## config.mk

```make
export PLATFORM = sky130hd
export DESIGN_NAME = program_sequencer
export DESIGN_NICKNAME = d
export VERILOG_FILES = /design/src/rtl/program_sequencer_pkg.sv /design/src/rtl/program_sequencer_instr_decoder.sv /design/src/rtl/program_sequencer.sv
export SDC_FILE = /design/constraint.sdc
export NUM_CORES = 1
export LEC_CHECK = 0
export CORE_MARGIN = 1
export CORE_UTILIZATION = 45
export CTS_CLUSTER_DIAMETER = 200
export DETAILED_ROUTE_END_ITERATION = 8
export PLACE_DENSITY = 0.81
export SLEW_MARGIN = 40
export SYNTH_ARGS = -nofsm -noshare
export SYNTH_HDL_FRONTEND = slang
export SYNTH_SLANG_ARGS = --single-unit
```

## constraint.sdc

```tcl
create_clock -name i_clk -period 3 [get_ports i_clk]
set_input_delay 0.6 -clock i_clk [delete_from_list [all_inputs] [get_ports i_clk]]
set_output_delay 0.6 -clock i_clk [all_outputs]
set_load 0.005 [all_outputs]
```

## src/rtl/program_sequencer_pkg.sv

```systemverilog
// Shared types and encodings for the program sequencer: FSM states, opcode
// prefixes, reg_en bit positions, data-bus source codes and register codes.
package program_sequencer_pkg;

  typedef enum logic [1:0] {
    S_RESET = 2'd0,
    S_FETCH = 2'd1,
    S_EXEC  = 2'd2
  } state_e;

  // Opcode prefixes, compared against the top bits of ir
  localparam logic       OP_LOAD = 1'b0;     // ir[7]
  localparam logic [1:0] OP_MOV  = 2'b10;    // ir[7:6]
  localparam logic [2:0] OP_ALU  = 3'b110;   // ir[7:5]
  localparam logic [3:0] OP_JMP  = 4'hE;     // ir[7:4]
  localparam logic [3:0] OP_JNZ  = 4'hF;     // ir[7:4]

  localparam int EN_X0   = 0;
  localparam int EN_X1   = 1;
  localparam int EN_Y0   = 2;
  localparam int EN_Y1   = 3;
  localparam int EN_R    = 4;
  localparam int EN_M    = 5;
  localparam int EN_I    = 6;
  localparam int EN_DM   = 7;
  localparam int EN_OREG = 8;

  localparam logic [3:0] SRC_X0    = 4'd0;
  localparam logic [3:0] SRC_X1    = 4'd1;
  localparam logic [3:0] SRC_Y0    = 4'd2;
  localparam logic [3:0] SRC_Y1    = 4'd3;
  localparam logic [3:0] SRC_R     = 4'd4;
  localparam logic [3:0] SRC_M     = 4'd5;
  localparam logic [3:0] SRC_I     = 4'd6;
  localparam logic [3:0] SRC_DM    = 4'd7;
  localparam logic [3:0] SRC_IMM   = 4'd8;
  localparam logic [3:0] SRC_IPINS = 4'd9;
  localparam logic [3:0] SRC_NONE  = 4'hF;

  localparam logic [2:0] RC_X0   = 3'd0;
  localparam logic [2:0] RC_X1   = 3'd1;
  localparam logic [2:0] RC_Y0   = 3'd2;
  localparam logic [2:0] RC_Y1   = 3'd3;
  localparam logic [2:0] RC_OREG = 3'd4;
  localparam logic [2:0] RC_M    = 3'd5;
  localparam logic [2:0] RC_I    = 3'd6;
  localparam logic [2:0] RC_DM   = 3'd7;

  function automatic logic [8:0] dst_enable(input logic [2:0] code);
    logic [8:0] en;
    en = '0;
    case (code)
      RC_X0:   en[EN_X0]   = 1'b1;
      RC_X1:   en[EN_X1]   = 1'b1;
      RC_Y0:   en[EN_Y0]   = 1'b1;
      RC_Y1:   en[EN_Y1]   = 1'b1;
      RC_OREG: en[EN_OREG] = 1'b1;
      RC_M:    en[EN_M]    = 1'b1;
      RC_I:    en[EN_I]    = 1'b1;
      default: en[EN_DM]   = 1'b1;
    endcase
    return en;
  endfunction

endpackage

```

## src/rtl/program_sequencer_instr_decoder.sv

```systemverilog
// Combinational instruction decode: ir to bus source, register enables,
// i-pointer mode and jump flags. Gating by FSM state is done in the top.
module instr_decoder
  import program_sequencer_pkg::*;
(
  input  logic [7:0] i_ir,
  output logic [3:0] o_source_sel,
  output logic [8:0] o_reg_en,
  output logic       o_i_sel,
  output logic       o_jmp,
  output logic       o_jnz
);

  logic [2:0] w_dst;
  logic       w_xfer;
  logic       w_src_dm;

  always_comb begin
    o_source_sel = SRC_NONE;
    o_reg_en     = '0;
    o_i_sel      = 1'b0;
    o_jmp        = 1'b0;
    o_jnz        = 1'b0;
    w_dst        = RC_X0;
    w_xfer       = 1'b0;
    w_src_dm     = 1'b0;

    if (i_ir[7] == OP_LOAD) begin
      w_xfer       = 1'b1;
      w_dst        = i_ir[6:4];
      o_source_sel = SRC_IMM;
    end else if (i_ir[7:6] == OP_MOV) begin
      w_xfer   = 1'b1;
      w_dst    = i_ir[5:3];
      w_src_dm = (i_ir[2:0] == RC_DM);
      // Register codes 0..7 coincide with bus codes 0..7 (code 4 reads r)
      o_source_sel = (i_ir[2:0] == i_ir[5:3]) ? SRC_IPINS : {1'b0, i_ir[2:0]};
    end else if (i_ir[7:5] == OP_ALU) begin
      o_reg_en[EN_R] = 1'b1;
    end else if (i_ir[7:4] == OP_JMP) begin
      o_jmp = 1'b1;
    end else begin
      o_jnz = 1'b1;
    end

    if (w_xfer) begin
      o_reg_en = dst_enable(w_dst);
      // Any dm access bumps i by m, unless i itself is being loaded from dm
      if (w_dst == RC_DM || w_src_dm) begin
        o_reg_en[EN_I] = 1'b1;
        o_i_sel        = (w_dst != RC_I);
      end
    end
  end

endmodule

```

## src/rtl/program_sequencer.sv

```systemverilog
// Two-cycle fetch/execute sequencer: owns pc and ir, drives program-memory
// address and the decoded datapath control bundle.
//
// state   | meaning
// S_RESET | one cycle after reset release; sync_reset asserted, bus idle
// S_FETCH | ir <= pm_data, pc <= pc+1 on the closing edge
// S_EXEC  | decoded controls asserted; jumps load pc on the closing edge
module program_sequencer
  import program_sequencer_pkg::*;
#(
  parameter int                  PC_WIDTH     = 8,
  parameter logic [PC_WIDTH-1:0] RESET_VECTOR = '0
) (
  input  logic                i_clk,
  input  logic                i_reset_n,
  input  logic [7:0]          i_pm_data,
  input  logic                i_r_eq_0,
  output logic [PC_WIDTH-1:0] o_pm_address,
  output logic [7:0]          o_ir,
  output logic [3:0]          o_nibble_ir,
  output logic                o_x_sel,
  output logic                o_y_sel,
  output logic                o_i_sel,
  output logic [3:0]          o_source_sel,
  output logic [8:0]          o_reg_en,
  output logic                o_dm_we,
  output logic                o_sync_reset
);

  state_e              r_state;
  state_e              w_next;
  logic [PC_WIDTH-1:0] r_pc;
  logic [PC_WIDTH-1:0] w_pc_inc;
  logic [PC_WIDTH-1:0] w_target;
  logic [7:0]          r_ir;
  logic [3:0]          w_dec_src;
  logic [8:0]          w_dec_en;
  logic                w_dec_isel;
  logic                w_jmp;
  logic                w_jnz;
  logic                w_take;

  instr_decoder u_dec (
    .i_ir         (r_ir),
    .o_source_sel (w_dec_src),
    .o_reg_en     (w_dec_en),
    .o_i_sel      (w_dec_isel),
    .o_jmp        (w_jmp),
    .o_jnz        (w_jnz)
  );

  assign w_pc_inc = r_pc + PC_WIDTH'(1);
  assign w_target = PC_WIDTH'({r_ir[3:0], 4'h0});
  assign w_take   = (r_state == S_EXEC) && (w_jmp || (w_jnz && !i_r_eq_0));

  always_ff @(posedge i_clk or negedge i_reset_n) begin
    if (!i_reset_n) begin
      r_state <= S_RESET;
      r_pc    <= RESET_VECTOR;
      r_ir    <= 8'h00;
    end else begin
      r_state <= w_next;
      if (r_state == S_FETCH) begin
        r_ir <= i_pm_data;
        r_pc <= w_pc_inc;
      end else if (w_take) begin
        r_pc <= w_target;
      end
    end
  end

  always_comb begin
    w_next       = r_state;
    o_reg_en     = '0;
    o_source_sel = SRC_NONE;
    o_i_sel      = 1'b0;
    o_sync_reset = 1'b0;
    case (r_state)
      S_RESET: begin
        w_next       = S_FETCH;
        o_sync_reset = 1'b1;
      end
      S_FETCH: w_next = S_EXEC;
      S_EXEC: begin
        w_next       = S_FETCH;
        o_reg_en     = w_dec_en;
        o_source_sel = w_dec_src;
        o_i_sel      = w_dec_isel;
      end
      default: w_next = S_RESET;
    endcase
  end

  // The ROM registers its address, so a taken jump presents its target during
  // EXEC; the word is then ready when the following FETCH samples pm_data.
  assign o_pm_address = w_take ? w_target : r_pc;
  assign o_ir         = r_ir;
  assign o_nibble_ir  = r_ir[3:0];
  assign o_x_sel      = r_ir[4];
  assign o_y_sel      = r_ir[3];
  assign o_dm_we      = o_reg_en[EN_DM];

endmodule

```

==> After elaboration in Yosys (flattened, before gate mapping) <==
Cells that the tools add are included.
{ "totals": {"output_inout_bits": 38, "elab_cells": 67, "inputBits": 11, "register_bits": 18} }
{ "classes": {"n_reduce_logical": 9, "n_mux": 39, "addsub": 1, "n_eq_ne": 15} }
{ "ops": {"columns": ["op", "count"], "rows": [
  ["1-bit 2-to-1 mux", 28],
  ["3-bit equality test, second input constant", 6],
  ["9-bit 2-to-1 mux", 2],
  ["4-bit 2-to-1 mux", 4],
  ["8-bit 2-to-1 mux", 2],
  ["8-bit by 1-bit adder with 8-bit output, second input constant", 1],
  ["7-bit OR reduction", 1],
  ["3-bit by 2-bit equality test with 1-bit output, second input constant", 2],
  ["3-bit 2-to-1 mux", 2],
  ["2-bit equality test, second input constant", 2],
  ["4-bit equality test, second input constant", 1],
  ["2-bit one-hot mux with 2 select lines", 1],
  ["3-bit by 1-bit equality test with 1-bit output, second input constant", 1],
  ["3-bit equality test", 1],
  ["3-bit zero test", 1],
  ["3-bit inequality test, second input constant", 1],
  ["2-bit by 1-bit equality test with 1-bit output, second input constant", 1],
  ["1-bit logical AND", 2],
  ["2-bit zero test", 1],
  ["1-bit logical OR", 2],
  ["2-bit OR reduction", 1],
  ["1-bit zero test", 1]
]} }

==> Depth between registers and ports, before layout <==
{ "depth": {"ltp_word": 10, "depth_mapped": 6, "ltp_nobuf": 5} }

==> Modules after synthesis <==
Synthesis repeated with hierarchy kept, for this count alone.
{ "hier_totals": {"hier_cells": 180, "area_unflattened_um2": 1397.6} }
{ "modules_own_cells": {"columns": ["mod", "area_each_um2", "cells_per_inst", "seq_area_each_um2", "n_inst"], "rows": [
  ["program_sequencer", 1068.5, 130, 450.4, 1],
  ["instr_decoder", 329.1, 50, 0.0, 1]
]} }

==> Worst setup path after synthesis <==
Ideal clock, no wire load.
{ "synth_path": {"path_type": "in2out", "from": "input port i_r_eq_0", "to": "output port o_pm_address[6]", "slack_ps": 1135, "t_arrival_ps": 1265, "n_path_buf": 1, "path_stages": 4, "required_ps": 2400, "path_cell_list": "a21boi_4 > nand4_4 > buf_2 > o21ai_0"} }
{ "synth_between": {"elab_chain_len": 5} }
{ "synth_lines": {"columns": ["item", "line_no", "rtl"], "rows": [
  ["start, declared", "program_sequencer.sv:17", "input logic i_r_eq_0,"],
  ["1-bit zero test", "program_sequencer.sv:54", "assign w_take = (r_state == S_EXEC) && (w_jmp || (w_jnz && !i_r_eq_0));"],
  ["1-bit logical AND", "program_sequencer.sv:54", null],
  ["1-bit logical OR", "program_sequencer.sv:54", null],
  ["1-bit logical AND", "program_sequencer.sv:54", null],
  ["8-bit 2-to-1 mux", null, null],
  ["end, declared", "program_sequencer.sv:18", "output logic [PC_WIDTH-1:0] o_pm_address,"]
]} }
Every way passes these cells.

==> Worst setup path after layout <==
{ "layout_path": {"from": "input port i_r_eq_0", "to": "output port o_pm_address[5]"} }
The elaborated chain is that of the path after synthesis.

==> flow_summary.yaml <==
outcome:
  status: "complete, no violations"
synth:
  ys.flop_type: "sky130_fd_sc_hd__dfrtp_1"
  synthesized_instance_count: 159
  synth_edf_count: 0
  yosys_warnings: 0
  synth_adder_area_share_pct: 0.964
  synth_cell_types: 41
  yosys.area_share.xor_xnor_pct: 2.03
  synth-compound-area-share_pct: 16.5
  synthSimpleGateAreaFrac_pct: 30.9
  seq_area_frac_synth_pct: 34.7
  ys_seq_elements: 18
  synth_area_um2: 1300
  avg_cell_area_syn_um2: 8.16
  mappedNetlistNets: 171
  synth_async_sr_flop_share_pct: 100
  synth_mux_area_share_pct: 4.53
  combinational_family_with_the_most_area_after_synthesis: "simple AND/OR/NAND/NOR gates"
pwr:
  cellPowerDensity_nw_per_um2: 459
  clock_power_share_pct: 14.9
  power_report.internal_total_uw: 539
  power.leakage_nw: 0.706
  power.combinational.fraction_pct: 39.0
  seq_power_share_pct: 46.0
  switching_share_of_total_power_pct: 32.0
  largest_voltage_drop_on_the_vdd_net_mv: 0.367
  power.total_uw: 793
  total_net_switching_power_uw: 254
global_route:
  grt_first_pass_wirelength_um: 5260
  antenna_found_initial: 0
  via_count_of_the_first_global_routing_pass: 1208
  groute.usage.overall_pct: 20.5
  grt_max_degree: 19
  overflow: 0
worst_setup_path:
  cp_num_buf_inv: 2
  slowest_delay_ns: 0.50
  timing.critical_path.max_delay_family: "buffers and inverters"
  cp.required_ns: 2.40
  critical_path_most_common_cell: "sky130_fd_sc_hd__clkdlybuf4s50_1"
  timing.critical_path.to_type: "output pin"
  timing.critical_path.cells: "clkdlybuf4s50_1 > a21boi_4 > nand4_4 > mux2_2 > clkdlybuf4s50_1"
  critical_path_arrival_ns: 2.31
  cp_class: "input port to output pin"
  rrSetupSlack_ns: 1.04
  crit_slowest_cell: "sky130_fd_sc_hd__clkdlybuf4s50_1"
  critical_path_peak_fanout: 14
  start_kind: "input port"
placed_design:
  routabilityCongestion: 0.823
  dp_hpwl_um: 2220
  port_buffers: 48
  placedInstanceArea_um2: 1710
layout:
  layout.area.seq_um2: 452
  drive_gt1_share_pct: 9.38
  syn_to_final_growth_pct: 33.0
  finalInstanceArea_um2: 1730
  most-common-layout-cells: "47 x sky130_fd_sc_hd__clkdlybuf4s50_1, 29 x sky130_fd_sc_hd__nand2_1, 17 x sky130_fd_sc_hd__dfrtp_1"
  multiInputGateArea_um2: 712
  fill_cells: 233
  num_antenna_cells: 0
  layout_commonest_cell: "sky130_fd_sc_hd__clkdlybuf4s50_1"
  fin_nets: 206
die:
  rows: 19
  fp.dieW_um: 55.7
  core_area_um2: 2730
  ios: 49
  die_height_um: 55.7
  die_outline_area_um2: 3100
  initial_core_util_pct: 47.5
timing:
  slew_viol_final: 0
  clock_skew_ns: 0.00829
  slew_headroom_pct: 53.0
  timing.final.crit_period_ns: 2.91
  worst-slew-pin-transition_ns: 0.705
  finalHoldViolations: 0
  grt_setup_unrepaired: "no"
  number_of_setup_violations_in_the_final_report: 0
  timing.fmax_mhz: 344
  fin_tns_setup_ns: 0
  finalCritPeriodShare_pct: 96.9
  hold-worst-slack_ns: 0.217
detailed_routing:
  routed_wl_um: 3080
  antenna_left: 0
  remaining_drc_errors: 0
  wl_met3_um: 139
  viasPerCell: 5.61
  drt-initial-drc-count: 36
  drt-pass1-iter-count: 4
  avgRoutedWirePerCell_um: 13.8
  num_vias: 1252
  wirelength_met1_um: 1390
  wl_met2_um: 1540
  routed.top_layer: "met4"
clock_tree:
  cts_max_level: 1
  sinks_on_the_clock_net: 18
  root_buf_cell: "sky130_fd_sc_hd__clkbuf_4"
  clkSlewWorstSetupHoldPaths_ns: 0.10
  clock_latency_ns: 0.29
  cts_inserted_buffers: 3
  max-clock-path-buffers: 2
  clock_tree_from_tritoncts: "built"
  post-cts-setup-buffers: 0
job:
  timing.max_cap.violations: 0
worst_hold_path:
  min_path_type: "input port to async pin"
-- worst reg2reg max path: stages (launching register included) --
cell	delay, ns
sky130_fd_sc_hd__dfrtp_1	0.43
sky130_fd_sc_hd__nand2b_1	0.53
sky130_fd_sc_hd__inv_4	0.20
sky130_fd_sc_hd__a41oi_2	0.38
sky130_fd_sc_hd__nor2_1	0.09
sky130_fd_sc_hd__o221a_1	0.23
-- area by class of cell --
type / instances / share of cell area, %
clock buffer: 3 / 1.31
inverter: 4 / 1.02
sequential: 18 / 26.2
tap: 31 / 2.25
multi-input combinational: 118 / 41.3
timing repair buffer: 49 / 28.0
-- kinds of logic after synthesis --
family	after synthesis
simple gates	78
compound gates	31
buf+inv	23
flops	18
mux	5
xor+xnor	3
fa+ha+maj	1
-- synthesized netlist by cell type, drive strengths merged, types with 2 or more instances --
cell type | number | area share (%)
nand2 | 29 | 8.4
dfrtp | 18 | 35
buf | 16 | 8.1
nor2 | 16 | 4.6
o21ai | 12 | 4.6
a21oi | 6 | 2.3
and2 | 5 | 2.6
nand3 | 5 | 1.9
nor3 | 5 | 1.9
inv | 4 | 1.4
mux2 | 4 | 3.8
a31oi | 3 | 1.4
and3 | 3 | 1.4
clkbuf | 3 | 0.96
nand4 | 3 | 2.6
nor3b | 3 | 1.7
xnor2 | 3 | 2.0
a31o | 2 | 1.4
nand2b | 2 | 0.96
nor4bb | 2 | 1.5
o211ai | 2 | 1.2
o221a | 2 | 1.7
-- per-layer routing --
layer / global-route usage (%) / vias to the layer above
met1: 26.1 / 592
li1: - / 610
met4: 7.14 / 0
met2: 36.3 / 48
met3: 1.63 / 2
met5: 0 / -
-- sequential cells by signal (all words and copies together) (netlist names) --
register and cells:
o_ir 8, r_pc 8, r_state 2
-- repair_timing --
item,CTS,global route
resized for setup,0,1
setup endpoints to repair,0,5
hold buffers,0,0
-- power by group through the flow --
stage,registers [mW],logic [mW],clock network [mW]
after floorplan,0.342,0.177,0
after global placement,0.364,0.298,0
after detailed placement,0.364,0.307,0
after CTS,0.362,0.313,0.117
after global routing,0.374,0.344,0.129
final,0.365,0.309,0.118
-- stage by stage --
| step | utilization [%] | instances | setup WS [ns] |
|---|---|---|---|
| final | 63.1 | 223 | 0.0940 |
| after global routing | 63.1 | 223 | 0.0252 |
| after CTS | 63.2 | 223 | 0.0224 |
| after detailed placement | 62.4 | 220 | 0.0877 |
| after global placement | 62.4 | 220 | 0.117 |
| after floorplan | - | 159 | 1.13 |
-- path summary, 6_finish.rpt --
check	start	end	depth (start not counted)
worst max register to register	r_state[0]	r_pc[4]	5
max in group asynchronous	i_reset_n	o_ir[7]	1
worst min register to register	r_state[0]	r_state[0]	1
worst max-delay path	i_r_eq_0	o_pm_address[5]	5
min in group i_clk	r_state[0]	r_state[0]	1
worst min-delay path	i_reset_n	r_pc[7]	1
Note: power is estimated with default switching activity, not from simulation.
